**config.mk**
```make
export PLATFORM = sky130hd
export DESIGN_NAME = mem_arbiter
export DESIGN_NICKNAME = d
export VERILOG_FILES = /design/src/rtl/mem_arb_pkg.sv /design/src/rtl/rr_arbiter.sv /design/src/rtl/mem_arbiter.sv
export SDC_FILE = /design/constraint.sdc
export NUM_CORES = 1
export LEC_CHECK = 0
export CORE_AREA = 4 4 371 373
export CTS_BUF_LIST = sky130_fd_sc_hd__clkbuf_8 sky130_fd_sc_hd__clkbuf_16
export CTS_CLUSTER_DIAMETER = 120
export DETAILED_ROUTE_END_ITERATION = 7
export DIE_AREA = 0 0 375 377
export GPL_ROUTABILITY_DRIVEN = 0
export PLACE_DENSITY = 0.38
export SYNTH_ARGS = -nofsm -noshare
export SYNTH_HDL_FRONTEND = slang
export SYNTH_SLANG_ARGS = --single-unit
export TNS_END_PERCENT = 20
```
**constraint.sdc**
```tcl
create_clock -name clk -period 3.35 [get_ports clk]
set_input_delay 0.335 -clock clk [delete_from_list [all_inputs] [get_ports clk]]
set_output_delay 0.335 -clock clk [all_outputs]
set_load 0.005 [all_outputs]
```
**src/rtl/mem_arb_pkg.sv**
```systemverilog
// ============================================================================
// Module   : mem_arb_pkg
// Purpose  : Shared constants and types for the packet-buffer memory arbiter.
// Revision : 1.0 - initial release
// ============================================================================
`default_nettype none

package mem_arb_pkg;

  localparam int NUM_REQ_DEF = 4;
  localparam int WIDTH_DEF   = 128;
  localparam int DEPTH_DEF   = 256;
  localparam int ADDR_W_DEF  = $clog2(DEPTH_DEF);

  // Top-level sequencer state: normal arbitration or bulk zero-fill.
  typedef enum logic [0:0] {
    ARB   = 1'b0,
    CLEAR = 1'b1
  } arb_state_t;

endpackage

`default_nettype wire

```
**src/rtl/rr_arbiter.sv**
```systemverilog
// ============================================================================
// Module   : rr_arbiter
// Purpose  : Combinational round-robin picker. The search starts at ptr_i and
//            wraps; the first valid requester found wins. The pointer register
//            itself lives in the parent.
// Revision : 1.0 - initial release
// ============================================================================
`default_nettype none

module rr_arbiter
  import mem_arb_pkg::*;
#(
  parameter  int NUM_REQ = NUM_REQ_DEF,
  localparam int IDX_W   = $clog2(NUM_REQ)
) (
  input  logic [NUM_REQ-1:0] valid_i,
  input  logic               en_i,
  input  logic [IDX_W-1:0]   ptr_i,
  output logic [NUM_REQ-1:0] grant_o,
  output logic [IDX_W-1:0]   idx_o
);

  // Rotating priority search: walk NUM_REQ slots starting at the pointer.
  always_comb begin
    int               cand;
    logic [IDX_W-1:0] cand_idx;
    logic             found;
    grant_o  = '0;
    idx_o    = '0;
    found    = 1'b0;
    cand     = 0;
    cand_idx = '0;
    for (int k = 0; k < NUM_REQ; k++) begin
      cand = int'(ptr_i) + k;
      if (cand >= NUM_REQ) begin
        cand = cand - NUM_REQ;
      end
      cand_idx = IDX_W'(cand);
      if (en_i && !found && valid_i[cand_idx]) begin
        found             = 1'b1;
        grant_o[cand_idx] = 1'b1;
        idx_o             = cand_idx;
      end
    end
  end

endmodule

`default_nettype wire

```
**src/rtl/mem_arbiter.sv**
```systemverilog
// ============================================================================
// Module   : mem_arbiter
// Purpose  : Shares the single packet-buffer memory port among NUM_REQ
//            requesters with round-robin grants, returns read data one cycle
//            after the grant, and runs a bulk zero-fill sequencer on command.
// Revision : 1.0 - initial release
// ============================================================================
`default_nettype none

module mem_arbiter
  import mem_arb_pkg::*;
#(
  parameter  int NUM_REQ = NUM_REQ_DEF,
  parameter  int WIDTH   = WIDTH_DEF,
  parameter  int DEPTH   = DEPTH_DEF,
  localparam int ADDR_W  = $clog2(DEPTH),
  localparam int IDX_W   = $clog2(NUM_REQ)
) (
  input  logic                      clk,
  input  logic                      reset_n,
  input  logic [NUM_REQ-1:0]        req_valid,
  input  logic [NUM_REQ-1:0]        req_we,
  input  logic [NUM_REQ*ADDR_W-1:0] req_addr,
  input  logic [NUM_REQ*WIDTH-1:0]  req_wdata,
  output logic [NUM_REQ-1:0]        req_ready,
  output logic [NUM_REQ-1:0]        rsp_valid,
  output logic [WIDTH-1:0]          rsp_rdata,
  input  logic                      clear_req,
  output logic                      clear_busy,
  output logic                      clear_done,
  output logic [ADDR_W-1:0]         mem_addr,
  output logic [WIDTH-1:0]          mem_data_in,
  output logic                      mem_write_en,
  output logic                      mem_read_en,
  input  logic [WIDTH-1:0]          mem_data_out
);

  localparam logic [ADDR_W-1:0] LAST_ADDR = ADDR_W'(DEPTH - 1);
  localparam logic [IDX_W-1:0]  LAST_IDX  = IDX_W'(NUM_REQ - 1);

  arb_state_t           state_q, state_d;
  logic [IDX_W-1:0]     rr_ptr_q, rr_ptr_d;
  logic [ADDR_W-1:0]    clr_addr_q, clr_addr_d;
  logic [NUM_REQ-1:0]   rsp_valid_q, rsp_valid_d;
  logic                 clear_busy_q, clear_busy_d;
  logic                 clear_done_q, clear_done_d;

  logic                 arb_en;
  logic [NUM_REQ-1:0]   grant;
  logic [IDX_W-1:0]     grant_idx;
  logic                 gnt_any;
  logic                 gnt_we;
  logic                 clr_last;

  // Grants only exist in ARB and never while reset is held.
  assign arb_en   = reset_n && (state_q == ARB);
  assign gnt_any  = |grant;
  assign gnt_we   = req_we[grant_idx];
  assign clr_last = (clr_addr_q == LAST_ADDR);

  rr_arbiter #(
    .NUM_REQ (NUM_REQ)
  ) u_rr_arbiter (
    .valid_i (req_valid),
    .en_i    (arb_en),
    .ptr_i   (rr_ptr_q),
    .grant_o (grant),
    .idx_o   (grant_idx)
  );

  assign req_ready  = grant;
  assign rsp_valid  = rsp_valid_q;
  assign rsp_rdata  = mem_data_out;
  assign clear_busy = clear_busy_q;
  assign clear_done = clear_done_q;

  // State register and all other sequential state.
  always_ff @(posedge clk) begin
    if (!reset_n) begin
      state_q      <= ARB;
      rr_ptr_q     <= '0;
      clr_addr_q   <= '0;
      rsp_valid_q  <= '0;
      clear_busy_q <= 1'b0;
      clear_done_q <= 1'b0;
    end else begin
      state_q      <= state_d;
      rr_ptr_q     <= rr_ptr_d;
      clr_addr_q   <= clr_addr_d;
      rsp_valid_q  <= rsp_valid_d;
      clear_busy_q <= clear_busy_d;
      clear_done_q <= clear_done_d;
    end
  end

  // Next-state logic: FSM transitions, clear counter, pointer and response.
  always_comb begin
    state_d      = state_q;
    clr_addr_d   = '0;
    rr_ptr_d     = rr_ptr_q;
    clear_done_d = 1'b0;
    case (state_q)
      ARB: begin
        if (clear_req) begin
          state_d = CLEAR;
        end
      end
      CLEAR: begin
        if (clr_last) begin
          state_d      = ARB;
          clear_done_d = 1'b1;
        end else begin
          clr_addr_d = clr_addr_q + ADDR_W'(1);
        end
      end
      default: state_d = ARB;
    endcase
    // The grant vector is already empty outside ARB, so CLEAR leaves the
    // pointer alone and any read granted in the sampling cycle still answers.
    if (gnt_any) begin
      rr_ptr_d = (grant_idx == LAST_IDX) ? '0 : grant_idx + IDX_W'(1);
    end
    rsp_valid_d  = grant & ~req_we;
    clear_busy_d = (state_d == CLEAR);
  end

  // Memory-port mux: clear sequencer or the winning requester.
  always_comb begin
    mem_addr     = '0;
    mem_data_in  = '0;
    mem_write_en = 1'b0;
    mem_read_en  = 1'b0;
    if (reset_n) begin
      if (state_q == CLEAR) begin
        mem_addr     = clr_addr_q;
        mem_write_en = 1'b1;
      end else if (gnt_any) begin
        mem_addr = req_addr[int'(grant_idx)*ADDR_W +: ADDR_W];
        if (gnt_we) begin
          mem_write_en = 1'b1;
          mem_data_in  = req_wdata[int'(grant_idx)*WIDTH +: WIDTH];
        end else begin
          mem_read_en = 1'b1;
        end
      end
    end
  end

endmodule

`default_nettype wire

```
==> summary.md, run 1 <==
| Metric | Value |
|---|---|
| Skew-Pair Late Insertion Delay | `0.26 ns` |
| Max Freq | `~250 MHz` |
| Peak supply drop | `0.237 mV` |
| TritonCTS clock tree | `done` |
| Setup ws final | `-0.599 ns` |
| Die area | `around 140000 um2` |
| Rel. slew slack | `0.596` |
| Final period util | `1.18` |
| Worst-path maximum fanout | `10` |
| Global Route Usage Sum | `0.123` |
| Fin. max-slew vios | `0` |
| Netlist cell types | `41` |
| Number of global-route vias before repair | `10800` |
| Port bufs | `~700` |
| Combinational cell fraction of total power | `0.952` |
| Arrival time worst endpoint | `roughly 3.6 ns` |
| Dominant synthesized flop cell | `dfxtp_1` |
| Leakage power | `between 7 and 8 nW` |
| Outcome | `finished, violations left` |
| Clock transition at the registers of the reported paths | `0.06 ns` |
| DR pass1 iterations | `4` |
| Switch Pwr | `about 5.0 mW` |
| Initial Util | `0.0600` |
| Area of the multi-input gates | `~7700 um2` |
| Number of synthesized flops with an enable pin | `0` |
| Via density | `between 3 and 4` |
| Placement Rows | `135` |
| Crit Path Class | `flip-flop to output pin` |
| Num CTS Buffers | `3` |
| DR vias | `between 10000 and 15000` |
| Detail Placement HPWL | `around 83000 um` |
| Least-Margin Pin Slew | `0.602 ns` |
| Synthesis-stage register bit count | `16` |
| Setup TNS | `-55.16 ns` |
| Hold Slack | `between 0.4 and 0.5 ns` |
| Post-DRT Antenna Nets | `0` |
| Internal Power | `5.64 mW` |
| Io pins | `~960` |
| Pin count of the biggest net entering global routing | `29` |
| Gate Count Post-Synth | `896` |
| Final setup viols | `about 140` |
| Clock Root Buffer | `clkbuf_16` |
| Failing checks | `negative setup slack` |
| Area share of the largest cell type after synthesis | `0.238` |
| Share of cells above drive strength 1 | `0.452` |
| Commonest cells in the synthesized netlist | `mux2i_1, nor2_1, buf_4` |
| Die height | `between 300 and 400 um` |
| Layout Nets | `approximately 2300` |
| Die width | `375 um` |
| Sequential fraction of the synthesis area | `0.0396` |
| Post-synthesis cell area | `~8100 um2` |
| Post-route DRC violation count | `0` |
| Most numerous cell in the Yosys netlist | `mux2i_1` |
| Net Sw Frac | `0.472` |
| Power Dens Cells | `540 nW/um2` |
| Total grt overflow | `0` |
| Core area | `135000 um2` |
| Yosys warns | `0` |
| Fin. Hold Viols | `0` |
| Register share of total power | `0.021` |
| Register-to-register setup slack | `about 0.49 ns` |
| Initial antenna violation count | `67` |
| Min-Delay Path Class | `flip-flop to flip-flop` |
| Sink Count | `16` |
| Critical Path Source Type | `flip-flop` |
| Worst Skew | `0.00471 ns` |
| Fraction of registers with async set/reset | `0` |
| WL final | `between 90000 and 100000 um` |
| First-pass GRT wire length | `about 110000 um` |
| Deepest clock path buffer count | `2` |
| Area grow syn2layout | `145%` |
| RSZ-0062 raised after global routing | `true` |
| Largest area contributor in the netlist | `a2111oi_2` |
| Synthesized Nets | `1586` |
| Req. time, crit path | `approximately 3.0 ns` |
| # H-tree levels | `1` |
| Min Tclk post-route | `3.95 ns` |
| Starting DRT DRC Count | `between 300 and 400` |
| Hold Buf Count CTS | `0` |
| Mapped Avg Cell Area | `approximately 9 um2` |
| Sequential Area | `between 300 and 400 um2` |
| Part of the power in the clock network | `0.026` |
| Wire per inst | `27.4 um` |
| Top area cells in the synthesized netlist | `a2111oi_2, mux2_2, mux2i_1` |
| Max Cap Violations | `0` |
| FILL cells | `approximately 15000` |
| Critical Path End Type | `output pin` |
through the flow:
| stage | utilization | power (mW) | area (um2) | worst slack (ns) | std cells |
|---|---|---|---|---|---|
| after floorplan | - | 4.59 | 8420 | -0.0139 | 896 |
| after global placement | 0.131 | 8.39 | 17600 | -0.987 | 3303 |
| after detailed placement | 0.131 | 8.34 | 17600 | -0.964 | 3303 |
| after CTS | 0.137 | 9.67 | 18500 | -0.758 | 3351 |
| after global routing | 0.147 | 11.3 | 19700 | -0.709 | 3407 |
| final | 0.147 | 10.7 | 19800 | -0.599 | 3416 |
worst max-delay path, stage by stage (launching register included):
cell and delay [ns]:
dfxtp_2 0.34, inv_2 0.05, ha_4 0.28, mux4_2 0.52, a221o_1 0.31, a31oi_4 0.23
buf_6 0.15, mux2i_2 0.07, mux2_8 0.34, buf_16 0.17, buf_12 0.19, a2111oi_4 0.45
buf_4 0.21
flip-flops by register name (all words and copies together), names as in the netlist:
signal,count
clear_done,1
clr_addr_q,8
rsp_valid,4
clear_busy,1
rr_ptr_q,2
cells by family (layout without fill, tap and decap cells):
| logic type | Yosys count | in the layout | share of synthesized area |
|---|---|---|---|
| buf+inv | 227 | 957 | 0.192 |
| xor+xnor | 7 | 7 | 0.00759 |
| mux | 292 | 292 | 0.388 |
| flops | 16 | 16 | 0.0396 |
| simple gates | 185 | 185 | 0.0945 |
| fa+ha+maj | 7 | 7 | 0.0108 |
| other cells | 0 | 9 | 0 |
| compound gates | 162 | 162 | 0.268 |
cell type report:
type | instances | area share
antenna | 9 | 0.00114
clock buffer | 4 | 0.00449
inverter | 6 | 0.00114
multi-input combinational | 653 | 0.391
sequential | 16 | 0.0163
tap | 1781 | 0.113
timing repair buffer | 947 | 0.473
path summary, 6_finish.rpt:
| kind | to | depth (start not counted) | from |
|---|---|---|---|
| max | mem_data_in[66] | 12 | rr_ptr_q[0] |
| min reg2reg | clr_addr_q[0] | 1 | clr_addr_q[0] |
| min | clr_addr_q[0] | 1 | clr_addr_q[0] |
| max reg2reg | rr_ptr_q[1] | 11 | rr_ptr_q[0] |
power groups by stage:
stage                     Clock, mW  Sequential (mW)  Combinational, mW
final                         0.280            0.227               10.2
after global routing          0.304            0.229               10.8
after CTS                     0.295            0.228               9.15
after detailed placement          0            0.229               8.11
after global placement            0            0.230               8.16
after floorplan                   0            0.236               4.36
cell usage in the layout (no fill, tap or decap), types with 6 or more instances in the layout:
cell type        instances
clkdlybuf4s50_1        562
buf_6                   35
a2111oi_2               43
nor2_1                  99
nor2_2                  39
a2111oi_4               86
mux2_4                  33
nor2b_1                  7
buf_8                   16
buf_4                  150
nor2_4                   6
ha_1                     6
clkbuf_16                7
buf_16                  12
diode_2                  9
mux2i_2                 11
nand2_1                 13
buf_2                  118
mux2_2                 105
mux2i_1                138
o21ai_2                  7
dfxtp_1                 14
buf_12                  44
repair_timing:
| action | 4_1_cts | 5_1_grt |
|---|---|---|
| endpoints found under the setup margin | 139 | 141 |
| gates cloned | 5 | 5 |
| setup buffers | 39 | 54 |
| pin swaps | 13 | 38 |
| gates resized for setup | 525 | 259 |
metal layers:
layer / up-vias / track usage / routed length [um]
li1: 4741 / - / -
met1: 4875 / 0.141 / 36200
met2: 647 / 0.220 / 46500
met3: 124 / 0.0538 / 9990
met4: 8 / 0.00611 / 1010
met5: - / 0 / 51
Note: power is estimated with default switching activity, not from simulation.
==> run 2: changes to the inputs <==
--- a/config.mk
+++ b/config.mk
@@ -11,6 +11,7 @@
 export DETAILED_ROUTE_END_ITERATION = 7
 export DIE_AREA = 0 0 375 377
 export GPL_ROUTABILITY_DRIVEN = 0
+export GPL_TIMING_DRIVEN = 0
 export PLACE_DENSITY = 0.38
 export SYNTH_ARGS = -nofsm -noshare
 export SYNTH_HDL_FRONTEND = slang
==> run 2 against run 1 <==
  * Final cell count up 4.8%
  * Cell area up 6.0%
  * Clock skew up 0.0034 ns
  * Routed wire length up 11%
  * The run still ends with negative setup slack left
  * Largest cell class unchanged
  * Hold slack worse by 0.0041 ns
  * Worst setup slack worse by 0.11 ns
==> summary.md, run 2 (synthesized netlist as in run 1, its figures left out) <==
| Metric | Value |
|---|---|
| Post-DRT Antenna Nets | `0 (unchanged)` |
| Hold Buf Count CTS | `0 (unchanged)` |
| Port bufs | `829 (+18%)` |
| Setup ws final | `-0.708 ns (-0.109 ns)` |
| Register with the most flip-flops | `clr_addr_q` |
| Total grt overflow | `0 (unchanged)` |
| Worst path cell trace | `clkinvlp_4 > ha_4 > mux4_2 > a221o_1 > a31oi_4 > buf_12 > mux2i_1 > mux2_4 > buf_16 > buf_12 > a2111oi_4 > buf_2` |
| Pin count of the biggest net entering global routing | `11 (-62%)` |
| Io pins | `959 (unchanged)` |
| Share of cells above drive strength 1 | `0.431 (-0.0215)` |
| Max Cap Violations | `0 (unchanged)` |
| Final period util | `1.21 (+0.0324)` |
| Most frequent cells in the layout | `clkdlybuf4s50_1, buf_4, mux2_2, mux2i_1, buf_2` |
| Net Sw Frac | `0.519 (+0.0473)` |
| Register-to-register setup slack | `0.22 ns (-0.27 ns)` |
| Clock Root Buffer | `clkbuf_16` |
| Deepest clock path buffer count | `2 (unchanged)` |
| Final setup viols | `138 (unchanged)` |
| DR pass1 iterations | `5 (+1)` |
| Switch Pwr | `5.45 mW (+8.0%)` |
| Critical Path Max Stage Delay | `0.54 ns (+0.02 ns)` |
| Rel. slew slack | `0.462 (-0.134)` |
| # H-tree levels | `1 (unchanged)` |
| Skew-Pair Late Insertion Delay | `0.27 ns (about the same)` |
| Worst path most repeated cell | `buf_12` |
| Worst path slowest cell | `mux4_2` |
| Core area | `135000 um2 (unchanged)` |
| Power Dens Cells | `501 nW/um2 (-7.3%)` |
| Via density | `3.10 (+1.9%)` |
| Register share of total power | `0.023 (+0.002)` |
| Detail Placement HPWL | `92700 um (+11%)` |
| Clock transition at the registers of the reported paths | `0.07 ns (about the same)` |
| Critical Path End Type | `output pin` |
| Min-Delay Path Class | `flip-flop to flip-flop` |
| Initial antenna violation count | `98 (+46%)` |
| Outcome | `finished, violations left` |
| Failing checks | `negative setup slack` |
| Fin util | `0.156 (+0.00875)` |
| Global Route Usage Sum | `0.138 (+0.0153)` |
| WHS Endpoint | `clr_addr_q[0]` |
| Number of global-route vias before repair | `11600 (+8.2%)` |
| DR vias | `11100 (+6.8%)` |
| Worst Skew | `0.00811 ns (+0.00339 ns)` |
| Min Tclk post-route | `4.06 ns (+0.109 ns)` |
| Max reg flops | `8 (unchanged)` |
| Worst-path maximum fanout | `6 (-4)` |
| Fin. Hold Viols | `0 (unchanged)` |
| Post-route DRC violation count | `0 (unchanged)` |
| FF-to-FF End | `rr_ptr_q[0]` |
| Wire per inst | `29.1 um (+6.0%)` |
| Die width | `375 um (unchanged)` |
| RSZ-0062 raised after global routing | `true` |
| Worst R2R Path Depth | `13 (+2)` |
| Req. time, crit path | `3.01 ns (about the same)` |
| Hold path cells | `1 (unchanged)` |
| TritonCTS clock tree | `done` |
| Layout Nets | `2477 (+6.9%)` |
| Most common cell after layout, fill and taps aside | `clkdlybuf4s50_1` |
| Leakage power | `7.80 nW (+4.6%)` |
| Combinational cell fraction of total power | `0.949 (-0.003)` |
| Area grow syn2layout | `159%` |
| Initial Util | `0.0600 (unchanged)` |
| Crit Path Class | `flip-flop to output pin` |
| Hold path startpoint | `clr_addr_q[0]` |
| Peak supply drop | `0.201 mV (-15%)` |
| Placed instance area | `19000 um2 (+7.5%)` |
| Sink Count | `16 (unchanged)` |
| Arrival time worst endpoint | `3.72 ns (+0.11 ns)` |
| Die height | `377 um (unchanged)` |
| WL final | `104000 um (+11%)` |
| Least-Margin Pin Slew | `0.805 ns (+0.203 ns)` |
| Starting DRT DRC Count | `351 (+9.7%)` |
| Fin area | `20900 um2 (+6.0%)` |
| Part of the power in the clock network | `0.028 (+0.002)` |
| Max Freq | `246 MHz (-2.7%)` |
| First-pass GRT wire length | `127000 um (+11%)` |
| Internal Power | `5.04 mW (-11%)` |
| R2R Path Start | `rr_ptr_q[1]` |
| Fin. max-slew vios | `0 (unchanged)` |
| Die area | `141000 um2 (unchanged)` |
| Placement Rows | `135 (unchanged)` |
| Num CTS Buffers | `3 (unchanged)` |
| Critical Path Source Type | `flip-flop` |
## run 2: cell count changes in the layout (fill, tap and decap cells not counted), moves of 10 or more
| cell | previous run | this run |
|---|---|---|
| clkdlybuf4s50_1 | 562 | 687 |
| buf_4 | 150 | 184 |
| mux2_2 | 105 | 131 |
| mux2_4 | 33 | 8 |
| clkbuf_2 | 0 | 22 |
| buf_6 | 35 | 18 |
| mux2i_1 | 138 | 124 |
| mux2i_2 | 11 | 24 |
| nor2_2 | 39 | 29 |
## run 2: area by class of cell
cell class,count,area (um2)
Antenna cell,14,35.0
Timing Repair Buffer,890,8510
Tap cell,1781,2230
Multi-Input combinational cell,653,7690
Fill cell,15200,114000
Inverter,6,26.3
Buffer,217,2040
Clock buffer,4,88.8
Sequential cell,16,328
## run 2: worst max path at each step
| stage | to | cells after the start | start | slack, ns |
|---|---|---|---|---|
| detailed placement | mem_data_in[126] | 11 | rr_ptr_q[1] | -2.93 |
| global route | mem_data_in[69] | 12 | rr_ptr_q[1] | -0.84 |
| floorplan | mem_data_in[100] | 12 | rr_ptr_q[0] | -0.01 |
| finish | mem_data_in[69] | 12 | rr_ptr_q[1] | -0.71 |
| CTS | mem_data_in[126] | 14 | rr_ptr_q[1] | -0.92 |
| global placement | mem_data_in[19] | 11 | rr_ptr_q[1] | -3.27 |
## run 2: through the flow
stage	TNS [ns]	instances	power, mW	hold slack, ns	worst slack, ns
floorplan	-1.36	896	4.59	0.414	-0.0139
finish	-75.76	3581	10.5	0.490	-0.708
global placement	-407.69	3506	8.37	0.469	-3.27
CTS	-113.64	3546	9.96	0.491	-0.921
detailed placement	-329.59	3506	8.35	0.477	-2.93
global route	-100.10	3567	11.1	0.521	-0.844
## run 2: repair_timing
action                                  CTS  global route
pin swaps                                48            29
gates cloned                              3             3
gates resized for setup                 682           257
setup buffers                            34            23
endpoints found under the setup margin  144           144
## run 2: critical path: cells and delay by family (launching register included)
kind / cells / cell delay (ns)
adder cells (fa/ha/maj): 1 / 0.31
buffers and inverters: 5 / 0.81
AO/OA/AOI/OAI: 3 / 0.92
multiplexers: 3 / 0.99
flip-flops: 1 / 0.38
## run 2: power by group through the flow
stage / Sequential, mW / Clock, mW / Combinational, mW
after detailed placement: 0.255 / 0 / 8.09
final: 0.240 / 0.294 / 9.96
after global routing: 0.246 / 0.316 / 10.6
after CTS: 0.245 / 0.315 / 9.40
after global placement: 0.252 / 0 / 8.12
after floorplan: 0.236 / 0 / 4.36
## run 2: per-layer routing
layer,up-vias,share of wire,track usage
met3,153,0.083,0.0446
met5,-,0.00070,0
met1,5198,0.42,0.170
met4,12,0.016,0.00478
li1,5074,-,-
met2,662,0.48,0.245
==> run 3: changes to the inputs <==
--- a/config.mk
+++ b/config.mk
@@ -7,12 +7,12 @@
 export LEC_CHECK = 0
 export CORE_AREA = 4 4 371 373
 export CTS_BUF_LIST = sky130_fd_sc_hd__clkbuf_8 sky130_fd_sc_hd__clkbuf_16
-export CTS_CLUSTER_DIAMETER = 120
 export DETAILED_ROUTE_END_ITERATION = 7
 export DIE_AREA = 0 0 375 377
 export GPL_ROUTABILITY_DRIVEN = 0
 export GPL_TIMING_DRIVEN = 0
 export PLACE_DENSITY = 0.38
+export SLEW_MARGIN = 20
 export SYNTH_ARGS = -nofsm -noshare
 export SYNTH_HDL_FRONTEND = slang
 export SYNTH_SLANG_ARGS = --single-unit
==> run 3 against run 2 <==
  * The run still ends with negative setup slack left
  * Hold slack got worse by 0.0025 ns
  * Die area unchanged
  * Clock skew increased by 0.0067 ns
  * Worst setup slack improved by 0.028 ns
==> summary.md, run 3 (synthesized netlist as in run 1, its figures left out) <==
| Metric | Value |
|---|---|
| Core area | `135000 um2 (unchanged)` |
| Net Sw Frac | `0.508 (-0.0111)` |
| FF-to-FF End | `rr_ptr_q[1]` |
| Detail Placement HPWL | `93000 um (+0.32%)` |
| Pin count of the biggest net entering global routing | `11 (unchanged)` |
| Number of global-route vias before repair | `11700 (+0.27%)` |
| Die height | `377 um (unchanged)` |
| Clock Root Buffer | `clkbuf_16` |
| Setup ws final | `-0.680 ns (+0.0281 ns)` |
| Io pins | `959 (unchanged)` |
| Layout Nets | `2495 (+0.73%)` |
| Min Tclk post-route | `4.03 ns (-0.0281 ns)` |
| Die area | `141000 um2 (unchanged)` |
| Share of cells above drive strength 1 | `0.445 (+0.0146)` |
| Clock transition at the registers of the reported paths | `0.07 ns (about the same)` |
| Req. time, crit path | `3.01 ns (about the same)` |
| Arrival time worst endpoint | `3.69 ns (-0.03 ns)` |
| Area grow syn2layout | `169%` |
| Placement Rows | `135 (unchanged)` |
| First-pass GRT wire length | `127000 um (about the same)` |
| Fin. max-slew vios | `0 (unchanged)` |
| Starting DRT DRC Count | `343 (-2.3%)` |
| Power Dens Cells | `518 nW/um2 (+3.4%)` |
| Port bufs | `829 (unchanged)` |
| R2R Path Start | `rr_ptr_q[1]` |
| Combinational cell fraction of total power | `0.952 (+0.003)` |
| Placed instance area | `19000 um2 (+0.33%)` |
| Hold path startpoint | `clr_addr_q[0]` |
| DR vias | `11100 (+0.027%)` |
| Min-Delay Path Class | `flip-flop to flip-flop` |
| TritonCTS clock tree | `done` |
| RSZ-0062 raised after global routing | `true` |
| Initial Util | `0.0600 (unchanged)` |
| Rel. slew slack | `0.492 (+0.0294)` |
| Setup TNS | `-73.05 ns (+2.71 ns)` |
| Max reg flops | `8 (unchanged)` |
| DR pass1 iterations | `4 (-1)` |
| Worst-path maximum fanout | `5 (-1)` |
| Deepest clock path buffer count | `2 (unchanged)` |
| Wire per inst | `29.1 um (+0.20%)` |
| Die width | `375 um (unchanged)` |
| Final period util | `1.20 (-0.00839)` |
| Most frequent cells in the layout | `clkdlybuf4s50_1, buf_4, buf_2, mux2_2, a2111oi_4` |
| Sink Count | `16 (unchanged)` |
| # H-tree levels | `1 (unchanged)` |
| Leakage power | `7.95 nW (+1.9%)` |
| Failing checks | `negative setup slack` |
| Skew-Pair Late Insertion Delay | `0.28 ns (about the same)` |
| Switch Pwr | `5.71 mW (+4.9%)` |
| Register-to-register setup slack | `0.23 ns (about the same)` |
| Post-route DRC violation count | `0 (unchanged)` |
| Critical Path End Type | `output pin` |
| Num CTS Buffers | `3 (unchanged)` |
| Global Route Usage Sum | `0.138 (about the same)` |
| Register with the most flip-flops | `clr_addr_q` |
| Max Freq | `248 MHz (+0.70%)` |
| Max Cap Violations | `0 (unchanged)` |
| Fin. Hold Viols | `0 (unchanged)` |
| Fin area | `21700 um2 (+3.7%)` |
| Internal Power | `5.53 mW (+9.6%)` |
| Register share of total power | `0.021 (-0.002)` |
| Post-DRT Antenna Nets | `0 (unchanged)` |
| Outcome | `finished, violations left` |
| Final setup viols | `138 (unchanged)` |
| Least-Margin Pin Slew | `0.761 ns (-0.0440 ns)` |
| Part of the power in the clock network | `0.027 (about the same)` |
| Total grt overflow | `0 (unchanged)` |
| Peak supply drop | `0.205 mV (+2.0%)` |
| Initial antenna violation count | `89 (-9.2%)` |
| Crit Path Class | `flip-flop to output pin` |
| Critical Path Source Type | `flip-flop` |
| Worst R2R Path Depth | `11 (-2)` |
| WL final | `105000 um (+0.87%)` |
| Worst Skew | `0.0148 ns (+0.00668 ns)` |
| Most common cell after layout, fill and taps aside | `clkdlybuf4s50_1` |
| Hold path cells | `1 (unchanged)` |
| Via density | `3.08 (-0.64%)` |
| Hold Slack | `0.487 ns (-0.00250 ns)` |
| Fin util | `0.161 (+0.00571)` |
| WHS Endpoint | `clr_addr_q[0]` |
run 3: cell types whose count changed in the layout (fill, tap and decap cells not counted), moves of 9 or more:
cell / previous run / this run
mux2i_2: 24 / 36
a2111oi_4: 86 / 111
mux2i_1: 124 / 110
buf_2: 114 / 133
a2111oi_2: 43 / 18
nor2_2: 29 / 19
clkbuf_2: 22 / 13
run 3: routing by layer:
layer | GRT usage | wire, um | up-vias
li1 | - | - | 5108
met2 | 0.246 | 51600 | 609
met4 | 0.00486 | 874 | 14
met3 | 0.0423 | 8610 | 119
met5 | 0 | 76 | -
met1 | 0.171 | 43900 | 5252
run 3: per-stage QoR:
stage | instances | total power, mW | setup WS [ns]
floorplan | 896 | 4.59 | -0.0139
global placement | 3506 | 8.37 | -3.27
detailed placement | 3509 | 8.40 | -2.33
CTS | 3561 | 10.5 | -0.947
global route | 3586 | 11.9 | -0.845
finish | 3605 | 11.2 | -0.680
run 3: power groups by stage:
stage	clock (mW)	combinational, mW	sequential [mW]
final	0.300	10.7	0.241
after floorplan	0	4.36	0.236
after global placement	0	8.12	0.252
after global routing	0.314	11.3	0.246
after detailed placement	0	8.15	0.254
after CTS	0.311	9.98	0.245
run 3: cell type report:
type | count | area, um2
fill | 15200 | 113000
timing repair buffer | 906 | 8750
multi-input combinational | 653 | 8100
tap | 1781 | 2230
buffer | 219 | 2140
sequential | 16 | 328
clock buffer | 4 | 88.8
antenna | 20 | 50.0
inverter | 6 | 26.3
run 3: critical path: stages (launching register included):
cell	delay, ns
dfxtp_4	0.38
clkinvlp_4	0.11
ha_4	0.30
mux4_2	0.53
a221o_1	0.32
a31oi_4	0.19
buf_6	0.14
mux2i_1	0.06
mux2_4	0.35
buf_12	0.19
buf_8	0.14
buf_12	0.13
a2111oi_4	0.31
buf_2	0.21
run 3: repair_timing:
action                                  CTS  global route
cloned                                    7             3
buffers inserted                         41            26
hold endpoints to repair                  0             0
resized for setup                       829           204
hold buffers                              0             0
pin swaps                                55            16
endpoints found under the setup margin  144           144
run 3: worst max-delay path by stage:
stage,startpoint,endpoint,cells past startpoint
global placement,rr_ptr_q[1],mem_data_in[19],11
global route,rr_ptr_q[1],mem_data_in[69],13
finish,rr_ptr_q[1],mem_data_in[69],13
CTS,rr_ptr_q[1],mem_data_in[100],14
floorplan,rr_ptr_q[0],mem_data_in[100],12
detailed placement,rr_ptr_q[1],mem_data_in[97],11
==> RTL edit, RTL diff (flow settings as in run 2) <==
Set the package constant `WIDTH_DEF` to 124 (it was 128).
--- a/src/rtl/mem_arb_pkg.sv
+++ b/src/rtl/mem_arb_pkg.sv
@@ -9,5 +9,5 @@
 
   localparam int NUM_REQ_DEF = 4;
-  localparam int WIDTH_DEF   = 128;
+  localparam int WIDTH_DEF   = 124;
   localparam int DEPTH_DEF   = 256;
   localparam int ADDR_W_DEF  = $clog2(DEPTH_DEF);
Ports: changed (resized mem_data_in, mem_data_out, req_wdata and rsp_rdata); port bits go from 959 to 931. No check against the original RTL was run, so the function may have changed too.
==> RTL edit against run 2 <==
- the run still ends with negative setup slack left
- total power is 0.66% higher
- via count is 1.1% lower
- wire length is 0.68% lower
- largest cell class unchanged
- global-route usage is 0.14 points lower
- sequential cell count stayed put
- setup slack better by 0.053 ns
- cell area is 1.3% lower
- synthesized area is 2.4% lower
==> RTL edit: results (changes against run 2) <==
status=finished, violations left; failing checks=negative setup slack; Placed Instances=3461 (-1.3%); sequential area share after synthesis=4.063% (+0.099 points); worst r2r src=rr_ptr_q[0]; Setup-failing EPs final=134 (-2.9%); Min Hold Slack=0.4871 ns (-0.002557 ns); post-synthesis mux area share=38.68% (-0.11 points); Routed WL per cell=29.13 µm (+0.15%); max incr delay on CP=0.65 ns (+0.11 ns); Worst Setup SP=req_valid[3]; GRT Overall Usage=13.64% (-0.14 points); vias per inst=3.092 (-0.25%); met2 WL=49150 µm (-2.6%); sequential fraction of total cell area=1.586% (+0.021 points); multi-input logic area=7440 µm² (-3.3%); top cells by area, synth=a2111oi_2, mux2_2, mux2i_1, buf_4, nor2_1; DRT Wirelength=103400 µm (-0.68%); Crit path max-delay family=buffers and inverters; met2 global-route usage=23.11% (-1.4 points); Synth cell types=43 (+4.9%); complex-gate fraction of the synthesized area=26.73% (-0.043 points); met1 GRT Util=17.27% (+0.25 points); clk_lat worst skew=0.25 ns (-0.02 ns); Reg2Reg Depth=11 (-2); Metal-1 WL=43960 µm (+1.5%); CTS clock-pin slew for the worst setup and hold paths=0.05 ns (-0.02 ns); Mapped Avg Cell Area=9.040 µm² (+0.24%); layout net count=2421 (-2.3%); Setup crit end=mem_data_in[45]; drt initial violations=474 (+35%); worst-path maximum fanout=10 (+4); share of post-route cells with drive strength above 1=43.49% (+0.43 points); Final clock-cell share=0.4298% (+0.0057 points); Synth Instances=872 (-2.7%); worst setup margin=-0.6545 ns (+0.05322 ns)
RTL edit: changes by cell type in the layout (fill, tap and decap cells not counted), moves of 8 or more:
cell,run 2,this run
a2111oi_2,43,53
mux2i_2,24,13
mux2_4,8,22
buf_4,184,166
buf_6,18,26
a2111oi_4,86,71
mux2_2,131,113
clkdlybuf4s50_1,687,667
RTL edit: through the flow:
stage / setup WS [ns] / total power, µW
2_1_floorplan: -0.01757 / 4389
5_1_grt: -0.7900 / 11120
3_3_place_gp: -3.121 / 8070
6_report: -0.6545 / 10560
4_1_cts: -0.7607 / 9993
3_5_place_dp: -2.494 / 8110
RTL edit: report_power, final:
| group | leakage (µW) | total, µW | switching, µW | internal, µW |
|---|---|---|---|---|
| logic | 0.00763 | 10100 | 5230 | 4830 |
| registers | 0.000131 | 235 | 18.0 | 217 |
| clock network | 0.0000443 | 262 | 80.7 | 182 |
